File: src/rtl/core_sequencer.sv
// Multi-cycle fetch/execute/memory/commit sequencer for the RV32I core; owns PC, IR and data latch.
// Optional retired-instruction counter output instret_out is enabled with the SEQ_INSTRET_EN macro.
module core_sequencer #(
  parameter logic [31:0] RESET_PC = 32'h0000_0000
) (
  input  logic        clk,
  input  logic        nrst,
  output logic        mem_valid_out,
  input  logic        mem_ready_in,
  output logic        mem_we_out,
  output logic [31:0] mem_addr_out,
  output logic [31:0] mem_wdata_out,
  input  logic [31:0] mem_rdata_in,
  output logic [31:0] pc_out,
  output logic [31:0] instr_out,
  input  logic [31:0] pc_next_in,
  input  logic [31:0] dmem_rd_addr_in,
  input  logic [31:0] dmem_wr_addr_in,
  input  logic [31:0] dmem_wr_data_in,
  output logic [31:0] dmem_rd_data_out,
  input  logic        reg_wr_en_in,
  output logic        reg_wr_en_out,
  output logic        retire_out,
  output logic        trap_out
`ifdef SEQ_INSTRET_EN
  ,
  output logic [63:0] instret_out
`endif
);

  localparam logic [2:0] S_RST    = 3'd0;
  localparam logic [2:0] S_FETCH  = 3'd1;
  localparam logic [2:0] S_EXEC   = 3'd2;
  localparam logic [2:0] S_MEM_RD = 3'd3;
  localparam logic [2:0] S_MEM_WR = 3'd4;
  localparam logic [2:0] S_COMMIT = 3'd5;
  localparam logic [2:0] S_TRAP   = 3'd6;

  localparam logic [6:0] OP_LOAD  = 7'b0000011;
  localparam logic [6:0] OP_STORE = 7'b0100011;

  logic [2:0]  state;
  logic [31:0] pc;
  logic [31:0] instr;
  logic [31:0] rd_data;
  logic        is_store;
  logic        is_mem;
  logic        fetch_ok;

  assign is_store = (instr[6:0] == OP_STORE);
  assign is_mem   = is_store || (instr[6:0] == OP_LOAD);
  assign fetch_ok = (pc[1:0] == 2'b00);

  always_ff @(posedge clk) begin
    if (!nrst) begin
      state   <= S_RST;
      pc      <= RESET_PC;
      instr   <= 32'h0;
      rd_data <= 32'h0;
    end else begin
      case (state)
        S_RST:    state <= S_FETCH;
        S_FETCH: begin
          if (!fetch_ok) begin
            state <= S_TRAP;
          end else if (mem_ready_in) begin
            instr <= mem_rdata_in;
            state <= S_EXEC;
          end
        end
        S_EXEC:   state <= is_mem ? S_MEM_RD : S_COMMIT;
        S_MEM_RD: begin
          if (mem_ready_in) begin
            rd_data <= mem_rdata_in;
            state   <= is_store ? S_MEM_WR : S_COMMIT;
          end
        end
        S_MEM_WR: if (mem_ready_in) state <= S_COMMIT;
        S_COMMIT: begin
          pc    <= pc_next_in;
          state <= S_FETCH;
        end
        S_TRAP:   state <= S_TRAP;
        default:  state <= S_RST;
      endcase
    end
  end

  // Bus outputs decode from state/registers only; mem_ready_in never reaches an output.
  always_comb begin
    mem_valid_out = 1'b0;
    mem_we_out    = 1'b0;
    mem_addr_out  = 32'h0;
    mem_wdata_out = 32'h0;
    case (state)
      S_FETCH: begin
        if (fetch_ok) begin
          mem_valid_out = 1'b1;
          mem_addr_out  = pc;
        end
      end
      S_MEM_RD: begin
        mem_valid_out = 1'b1;
        mem_addr_out  = dmem_rd_addr_in;
      end
      S_MEM_WR: begin
        mem_valid_out = 1'b1;
        mem_we_out    = 1'b1;
        mem_addr_out  = dmem_wr_addr_in;
        mem_wdata_out = dmem_wr_data_in;
      end
      default: ;
    endcase
  end

  assign pc_out           = pc;
  assign instr_out        = instr;
  assign dmem_rd_data_out = rd_data;
  assign retire_out       = (state == S_COMMIT);
  assign reg_wr_en_out    = (state == S_COMMIT) && reg_wr_en_in;
  assign trap_out         = (state == S_TRAP);

`ifdef SEQ_INSTRET_EN
  always_ff @(posedge clk) begin
    if (!nrst) instret_out <= 64'h0;
    else if (state == S_COMMIT) instret_out <= instret_out + 64'd1;
  end
`endif

endmodule

File: config.mk
export PLATFORM = sky130hd
export DESIGN_NAME = core_sequencer
export DESIGN_NICKNAME = d
export VERILOG_FILES = /design/src/rtl/core_sequencer.sv
export SDC_FILE = /design/constraint.sdc
export NUM_CORES = 1
export LEC_CHECK = 0
export ABC_AREA = 1
export CELL_PAD_IN_SITES_DETAIL_PLACEMENT = 0
export CELL_PAD_IN_SITES_GLOBAL_PLACEMENT = 1
export CORE_AREA = 3 3 147 149
export CTS_CLUSTER_SIZE = 24
export DETAILED_ROUTE_END_ITERATION = 8
export DIE_AREA = 0 0 150 152
export PLACE_DENSITY = 0.9
export SYNTH_ARGS = -nofsm -noshare
export SYNTH_HDL_FRONTEND = slang
export SYNTH_SLANG_ARGS = --single-unit
File: constraint.sdc
create_clock -name clk -period 1.7 [get_ports clk]
set_clock_uncertainty 0.15 [all_clocks]
set_input_delay 0.255 -clock clk [delete_from_list [all_inputs] [get_ports clk]]
set_output_delay 0.255 -clock clk [all_outputs]
set_load 0.05 [all_outputs]
==> impl_metrics.json <==
{
  "clock_path_buffers": 2,
  "antenna_found_initial": 1,
  "dpl_worst_slack_ns": -0.0262,
  "final-hold-violation-count": 0,
  "hold_ws_ns": 0.190,
  "cts_num_sinks": 99,
  "relSlewSlack_pct": 75.3,
  "cp_slowest_cell": "dfxtp_2",
  "ir_drop_v": 0.000636,
  "seqCellArea_um2": 1990,
  "synth_area_um2": 4480,
  "die_w_um": 150,
  "grt_pass1_wl_um": 31700,
  "vias": 5555,
  "crit_arrival_ns": 1.68,
  "cp_cell_sequence": "buf_6, nor2_4, nand2_8, buf_4, buf_4, nand2_2, buf_8",
  "ys.flop_type": "dfxtp_1",
  "ys_ff_latch": 99,
  "hold_class": "in -> reg",
  "drv_slew": 0,
  "timing.final.crit_share_pct": 123,
  "tritoncts": "yes",
  "dp.cells": 1227,
  "core-area_um2": 20300,
  "drc": 0,
  "drive_gt1_share_pct": 31.0,
  "grt_max_degree": 55,
  "finalCriticalPeriod_ns": 2.09,
  "layout_setup_ws_ns": -0.390,
  "worst_slew_pin_slew_ns": 0.370,
  "setup_violations": 100,
  "layout_commonest_cell": "clkdlybuf4s50_1",
  "cts.htree.levels": 3,
  "intPower_mw": 7.48,
  "netSwitchingFraction_pct": 47.3,
  "fillers": 1947,
  "drtIter0Drc": 197,
  "wl_per_cell_um": 17.3,
  "ios": 329,
  "clk_pin_slew_ns": 0.07,
  "max-cap-violations": 0,
  "track_usage_pct": 17.7,
  "async_flop_share_pct": 0,
  "p_comb_share_pct": 62.9,
  "clock_power_share_pct": 15.5,
  "final_cell_mix": "clkdlybuf4s50_1 (162), buf_4 (136), nand2_1 (105), dfxtp_1 (94), inv_1 (70)",
  "powerDensity_nw_per_um2": 1490,
  "crit_required_ns": 1.29,
  "dieArea_um2": 22800,
  "final_util_pct": 47.0,
  "synth_fp_nets": 806,
  "clkLatencyLatePin_ns": 0.34,
  "grt_pass1_vias": 5566,
  "fin_nets": 1152,
  "rows": 52,
  "drt_first_pass_iters": 4,
  "max_stage_delay_ns": 0.34,
  "yosys_warnings": 0,
  "cpMostUsedCell": "buf_4",
  "p_leak_nw": 3.95,
  "grt_overflow": 0,
  "syn_inst": 642,
  "startpoint_type": "flip-flop",
  "critPathCaptureType": "primary output",
  "status": "complete, but fails checks",
  "multi_input_area_um2": 2290,
  "die_h_um": 152,
  "fmax_mhz": 479,
  "violations": "negative setup slack",
  "crit_type": "reg -> out",
  "start_util_pct": 22.1,
  "seqPwrFrac_pct": 21.5,
  "synth_cell_types": 22,
  "rsz0062_at_grt": "true",
  "ant_nets": 0,
  "ys_seq_area_share_pct": 44.2,
  "path_max_fanout": 11,
  "diodes": 0,
  "p_switching_mw": 6.71,
  "numPortBuffers": 328,
  "cts_buffers": 9,
  "totalPowerFinal_mw": 14.2,
  "synth_edf_count": 0,
  "avgSynthCellArea_um2": 6.98,
  "wl_um": 21800,
  "finalNonFillerCells": 1263,
  "area_growth_pct": 113,
  "clockRootBuffer": "clkbuf_16",
  "hpwl_um": 15900,
  "viasPerCell": 4.40,
  "place_congestion": 0.810
}
cells by family after synthesis:
kind of cell / synth area share [%]
AOI/OAI and AO/OA: 20.1
buffers and inverters: 12.2
DFF: 44.2
and+or+nand+nor: 23.5
timing repair:
item | CTS | global route
hold buffers | 0 | 0
setup endpoints to repair | 70 | 105
gates cloned | 7 | 2
gates resized for setup | 43 | 52
buffers inserted | 5 | 7
pin swaps | 5 | 8
per-layer routing:
layer / vias up / global-route usage (%) / part of all wire [%]
li1: 2758 / - / -
met1: 2555 / 19.8 / 39
met2: 217 / 32.0 / 51
met3: 23 / 6.58 / 9.2
met4: 2 / 3.53 / 1.5
met5: - / 0 / 0.060
state kept, by name, indices dropped and copies added (netlist names):
name and flops:
instr_out 32, dmem_rd_data_out 32, pc_out 32, state 3
critical path, delay by kind of cell (launching register included):
kind | cells | cell delay (ns)
buf+inv | 4 | 0.59
simple gates | 3 | 0.40
flops | 1 | 0.34
cells in the mapped netlist, types with 2 or more instances:
| library cell | number | share of area [%] |
|---|---|---|
| nor2_1 | 104 | 8.7 |
| o211ai_1 | 31 | 5.2 |
| clkbuf_1 | 19 | 1.6 |
| a22o_1 | 2 | 0.39 |
| buf_1 | 6 | 0.50 |
| nand2_2 | 2 | 0.28 |
| nand2_1 | 110 | 9.2 |
| a21oi_1 | 68 | 7.6 |
| inv_2 | 2 | 0.17 |
| inv_1 | 73 | 6.1 |
| clkinv_1 | 2 | 0.17 |
| nand3_1 | 37 | 4.1 |
| dfxtp_1 | 99 | 44 |
| o21ai_1 | 10 | 1.1 |
| o21ai_0 | 52 | 5.8 |
| buf_2 | 11 | 1.2 |
| buf_6 | 9 | 2.3 |
path summary, 6_finish.rpt:
check / endpoint / slack (ns) / start / cells after the start
setup / recovery: mem_valid_out / -0.39 / state[1] / 7
hold / removal: instr_out[12] / 0.19 / nrst / 3
setup reg to reg: instr_out[0] / -0.11 / state[1] / 10
hold reg to reg: dmem_rd_data_out[21] / 0.32 / dmem_rd_data_out[21] / 2
power by group through the flow:
| stage | registers [mW] | logic [mW] | clock network [mW] |
|---|---|---|---|
| after CTS | 3.05 | 8.65 | 2.29 |
| after floorplan | 4.34 | 3.49 | 0 |
| after global routing | 3.11 | 9.34 | 2.37 |
| final | 3.06 | 8.93 | 2.20 |
| after global placement | 3.07 | 7.87 | 0 |
| after detailed placement | 3.08 | 7.92 | 0 |
stage by stage:
stage                     instance area [µm²]  TNS [ns]
after global routing                     9540    -31.92
after detailed placement                 8630   -0.0812
after CTS                                9350    -20.79
after floorplan                          4720    -12.04
final                                    9540    -23.69
after global placement                   8630         0
final cells by class:
type	instances	share of cell area, %
Sequential cell	99	20.9
Timing Repair Buffer	381	45.0
Inverter	77	3.21
Multi-Input combinational cell	420	24.0
Clock inverter	7	0.983
Clock buffer	9	2.36
Tap cell	270	3.54
Power figures use the tool's default switching activity.
